===== src/rtl/shift_unit_pkg.sv =====
// shift_unit_pkg: op encodings and fill-bit helper for the pipelined barrel shifter
package shift_unit_pkg;
  typedef logic [1:0] shift_op_t;
  localparam shift_op_t OP_SRL = 2'b00;
  localparam shift_op_t OP_SLL = 2'b01;
  localparam shift_op_t OP_SRA = 2'b10;
  localparam shift_op_t OP_ROR = 2'b11;
  // Earlier SRA stages never change the MSB, so the current MSB is still the original sign bit.
  function automatic logic fill_bit(input shift_op_t op, input logic msb);
    return op == OP_SRA && msb;
  endfunction
endpackage


===== src/rtl/shift_unit_stage.sv =====
// shift_unit_stage: one registered mux stage shifting by STEP when its shamt bit is set
// Optional rotate-right for op 2'b11 under SHIFT_UNIT_ROTATE_EN.
module shift_unit_stage
  import shift_unit_pkg::*;
#(
  parameter int WIDTH = 32,
  parameter int STEP = 1,
  parameter int SHW = $clog2(WIDTH)
) (
  input  logic             clk,
  input  logic             reset,
  input  logic             in_valid,
  input  logic [WIDTH-1:0] in_data,
  input  logic [SHW-1:0]   in_shamt,
  input  logic [1:0]       in_op,
  output logic             out_valid,
  output logic [WIDTH-1:0] out_data,
  output logic [SHW-1:0]   out_shamt,
  output logic [1:0]       out_op,
  input  logic             dn_adv,
  output logic             up_adv
);
  localparam int IDX = $clog2(STEP);
  logic fill;
  logic [WIDTH-1:0] shifted;
  assign fill = fill_bit(in_op, in_data[WIDTH-1]);
`ifdef SHIFT_UNIT_ROTATE_EN
  assign shifted = in_op == OP_SLL ? {in_data[WIDTH-STEP-1:0], {STEP{1'b0}}}
                 : in_op == OP_ROR ? {in_data[STEP-1:0], in_data[WIDTH-1:STEP]}
                 : {{STEP{fill}}, in_data[WIDTH-1:STEP]};
`else
  assign shifted = in_op == OP_SLL ? {in_data[WIDTH-STEP-1:0], {STEP{1'b0}}}
                 : {{STEP{fill}}, in_data[WIDTH-1:STEP]};
`endif
  assign up_adv = !out_valid || dn_adv;
  always_ff @(posedge clk) begin
    if (reset) begin
      out_valid <= 1'b0;
      out_data  <= '0;
      out_shamt <= '0;
      out_op    <= '0;
    end else if (up_adv) begin
      out_valid <= in_valid;
      out_data  <= in_shamt[IDX] ? shifted : in_data;
      out_shamt <= in_shamt;
      out_op    <= in_op;
    end
  end
endmodule


===== src/rtl/shift_unit_pipe.sv =====
// shift_unit_pipe: SHW-stage pipelined SRL/SLL/SRA barrel shifter with valid/ready flow control
// Define SHIFT_UNIT_ROTATE_EN to turn op 2'b11 into ROR; otherwise it behaves as SRL.
module shift_unit_pipe
  import shift_unit_pkg::*;
#(
  parameter int WIDTH = 32,
  parameter int SHW = $clog2(WIDTH)
) (
  input  logic             clk,
  input  logic             reset,
  input  logic             in_valid,
  output logic             in_ready,
  input  logic [WIDTH-1:0] in_data,
  input  logic [SHW-1:0]   in_shamt,
  input  logic [1:0]       in_op,
  output logic             out_valid,
  input  logic             out_ready,
  output logic [WIDTH-1:0] out_data,
  output logic             out_zero
);
  logic [SHW:0] v, adv;
  logic [SHW:0][WIDTH-1:0] d;
  logic [SHW:0][SHW-1:0] sh;
  logic [SHW:0][1:0] op;
  logic unused_tail;
  assign v[0] = in_valid;
  assign d[0] = in_data;
  assign sh[0] = in_shamt;
  assign op[0] = in_op;
  assign adv[SHW] = out_ready;
  assign in_ready = adv[0];
  assign out_valid = v[SHW];
  assign out_data = d[SHW];
  assign out_zero = ~|d[SHW];
  assign unused_tail = ^{sh[SHW], op[SHW]};
  for (genvar i = 0; i < SHW; i++) begin : g_stage
    shift_unit_stage #(.WIDTH(WIDTH), .STEP(1 << i), .SHW(SHW)) u_stage (
      .clk(clk), .reset(reset),
      .in_valid(v[i]), .in_data(d[i]), .in_shamt(sh[i]), .in_op(op[i]),
      .out_valid(v[i+1]), .out_data(d[i+1]), .out_shamt(sh[i+1]), .out_op(op[i+1]),
      .dn_adv(adv[i+1]), .up_adv(adv[i])
    );
  end
endmodule


===== config.mk =====
export PLATFORM = sky130hd
export DESIGN_NAME = shift_unit_pipe
export DESIGN_NICKNAME = d
export VERILOG_FILES = /design/src/rtl/shift_unit_pkg.sv /design/src/rtl/shift_unit_stage.sv /design/src/rtl/shift_unit_pipe.sv
export SDC_FILE = /design/constraint.sdc
export NUM_CORES = 1
export LEC_CHECK = 0
export CAP_MARGIN = 30
export CORE_ASPECT_RATIO = 0.5
export CORE_MARGIN = 2
export CORE_UTILIZATION = 53
export DETAILED_ROUTE_END_ITERATION = 10
export PLACE_DENSITY = 0.76
export SETUP_SLACK_MARGIN = 0.15
export SLEW_MARGIN = 25
export SYNTH_ARGS = -nofsm -noshare
export SYNTH_HDL_FRONTEND = slang
export SYNTH_SLANG_ARGS = --single-unit

===== constraint.sdc =====
create_clock -name clk -period 1.4 [get_ports clk]
set_clock_uncertainty 0.15 [all_clocks]
set_input_delay 0.28 -clock clk [delete_from_list [all_inputs] [get_ports clk]]
set_output_delay 0.28 -clock clk [all_outputs]
set_load 0.02 [all_outputs]

==> out/results.txt, run 1 <==
outcome - finished, violations left
failing checks - setup timing
initial antenna violation count - 2
leakage - 6.43 nW
global-route usage over all layers - 0.376
final total power - 12.8 mW
RSZ-0062 raised after global routing - true
cts hold-fix bufs - 0
Data arrival, critical path - 1.75 ns
Routed Antenna Nets - 0
CP endpoint kind - output pin
Power per Cell Area - 808 nW/um^2
Chip Height - 101 um
crit-path max FO - 2
distinct cell type count after synthesis - 47
Syn Nets - 1234
vias in the first global route - 10500
final instance area - 15800 um^2
post-route setup TNS - -57.50 ns
crit path kind - reg2out
post-synthesis area per instance - 8.41 um^2
most frequent cells after synthesis - dfxtp_1 (183), nand2_1 (128), clkbuf_1 (84)
CP startpoint kind - flip-flop
final wirelength - 44000 um
# setup viols final - 218
Die W - 198 um
Area growth syn-to-layout - 57.9%
post-route setup slack - -0.782 ns
Antenna diodes - 0
Worst VDD drop - 844 uV
top_reg_cell synth - dfxtp_1
reg2reg start - g_stage[4].u_stage.out_valid
drt wl/cell - 26.8 um
Sink Count - 183
Final Cycle Share - 1.56
final worst path period need - 2.18 ns
slew of the pin with the lowest slew margin - 0.606 ns
H-tree Lvls - 4
fin nets - 1414
first-pass GRT wire length - 58500 um
Clock Root Buffer - clkbuf_16
Cell Area, Synth - 10000 um^2
DR vias - 11600
initial drt markers - 1450
Worst Min Path Start - reset
setup slack, reg-to-reg - -0.55 ns
cell taking the most area after synthesis - dfxtp_1
Post-Synthesis Cells - 1191
fraction of layout cells with a size suffix above 1 - 0.452
max-cap violations - 0
CTS Buffer Depth - 2
CTS buffer count - 17
Residual DRC - 0
Clock Pin Slew Worst Setup and Hold Paths - 0.08 ns
share of the synthesized area in the top cell type - 0.366
WP data required - 0.97 ns
Async SR Flop Fraction - 0
grt total ovfl - 0
TritonRoute pass-1 iters - 6
most frequent cell after synthesis - dfxtp_1
Initial Utilization - 0.542
Hold Path Class - in2reg
Yosys reg bits - 183
Rows - 35
reg2reg path depth - 6
Slew Limit Fails - 0
top post-synthesis cells by area - dfxtp_1 (37%), nand2_1 (4.8%), a211oi_1 (4.4%)
Seq/Total Area, Yosys - 0.366
CTS tree - built
total placed instance area - 12000 um^2
via/cell ratio - 7.04
slew margin rel. - 0.591
largest net degree at the start of global routing - 71
WHS Endpoint - g_stage[0].u_stage.out_shamt[4]
final hold viol count - 0
Min-Delay Path Depth - 2
placed wire-length estimate - 20100 um
PortBufs - 77
Core Region - 18500 um^2
placer congestion estimate - 0.920
die area - 20100 um^2
Post-synth EDFFs - 0
Syn. warnings - 0
io pins - 78
R2R Path End - g_stage[2].u_stage.out_data[21]
f_max - 458 MHz
clk_lat worst skew - 0.44 ns
Crit. Startpoint - g_stage[4].u_stage.out_data[6]
[state kept, by name, indices dropped and copies added, names as in the netlist]
register	flops
g_stage.u_stage.out_valid	5
g_stage.u_stage.out_data	160
g_stage.u_stage.out_shamt	10
g_stage.u_stage.out_op	8
[cells by family (layout without fill, tap and decap cells)]
group,count (synthesis),after routing,synth area share
AO/OA/AOI/OAI,339,340,0.275
AND/OR/NAND/NOR,446,447,0.253
flip-flops,183,183,0.366
buffers and inverters,220,409,0.104
multiplexers,3,3,0.00300
[cells in the final DEF, fill, tap and decap left out, types with 11 or more instances in the layout]
cell | Yosys | routed
o41ai_2 | 0 | 35
buf_12 | 0 | 40
a21oi_2 | 0 | 15
clkbuf_16 | 0 | 18
nand2_4 | 0 | 17
a211oi_2 | 2 | 32
o21ai_0 | 36 | 15
and3b_1 | 41 | 40
o211ai_1 | 13 | 13
nand2_2 | 0 | 11
a221oi_4 | 0 | 13
nor3_2 | 0 | 14
a2bb2oi_1 | 16 | 16
nand2_1 | 128 | 100
o21ai_1 | 2 | 11
and2_1 | 13 | 12
nor2_4 | 0 | 16
nand4b_1 | 46 | 46
a221oi_2 | 8 | 21
o221ai_1 | 46 | 45
a22o_1 | 45 | 45
buf_4 | 39 | 91
nor2_1 | 81 | 58
buf_16 | 0 | 20
a211oi_1 | 59 | 27
nand3b_1 | 52 | 52
inv_1 | 50 | 50
buf_6 | 2 | 123
clkdlybuf4s50_1 | 0 | 39
dfxtp_2 | 0 | 37
dfxtp_1 | 183 | 141
a32o_1 | 13 | 12
[area by class of cell]
class,count,area (um^2)
sequential,183,3730
clock buffer,17,425
multi-input combinational,790,6990
inverter,52,195
timing repair buffer,327,4050
clock inverter,13,114
tap,259,324
fill,847,2660
[worst max path at each step]
| stage | cells after the start | end | slack [ns] |
|---|---|---|---|
| finish | 4 | out_zero | -0.78 |
| global route | 4 | out_zero | -0.81 |
| CTS | 5 | out_zero | -0.62 |
| detailed placement | 5 | g_stage[1].u_stage.out_data[14] | -0.83 |
| global placement | 5 | g_stage[1].u_stage.out_data[15] | -0.77 |
| floorplan | 5 | g_stage[3].u_stage.out_data[15] | -0.02 |
[metal layers]
metal | track usage | wire (um) | vias to the layer above
li1 | - | - | 4812
met1 | 0.453 | 16000 | 5507
met2 | 0.644 | 19900 | 914
met3 | 0.0726 | 4340 | 317
met4 | 0.203 | 3640 | 6
met5 | 0.00926 | 67 | -
[power breakdown]
group | switching (mW) | internal [mW] | total [mW]
sequential | 0.381 | 5.46 | 5.85
clock | 2.39 | 2.32 | 4.71
combinational | 1.12 | 1.10 | 2.23
[metrics by stage]
step                      utilization  hold slack (ns)  instances  setup slack (ns)
final                           0.856           0.0634       1641            -0.782
after detailed placement        0.651            0.305       1504            -0.826
after global placement          0.651            0.299       1504            -0.774
after floorplan                     -            0.247       1191           -0.0245
after global routing            0.856           0.0636       1641            -0.806
after CTS                       0.813           0.0464       1617            -0.624
[critical path, cell delays in order (launching register included)]
cell and delay (ns):
dfxtp_2 0.34, nor4_1 0.43, nand4_1 0.24, nor2_4 0.17, buf_6 0.13
[repair_timing]
action,CTS,global route
buffers inserted,57,23
endpoints found under the setup margin,216,218
pin swaps,118,68
cloned,26,1
resized for setup,519,140
Power figures use the tool's default switching activity.
==> run 2, diff against run 1 <==
--- a/config.mk
+++ b/config.mk
@@ -9,6 +9,7 @@
 export CORE_ASPECT_RATIO = 0.5
 export CORE_MARGIN = 2
 export CORE_UTILIZATION = 53
+export CTS_CLUSTER_SIZE = 10
 export DETAILED_ROUTE_END_ITERATION = 10
 export PLACE_DENSITY = 0.76
 export SETUP_SLACK_MARGIN = 0.15
==> results of run 2 <==
No change in the layout: final DEF, timing and power equal those of run 1.
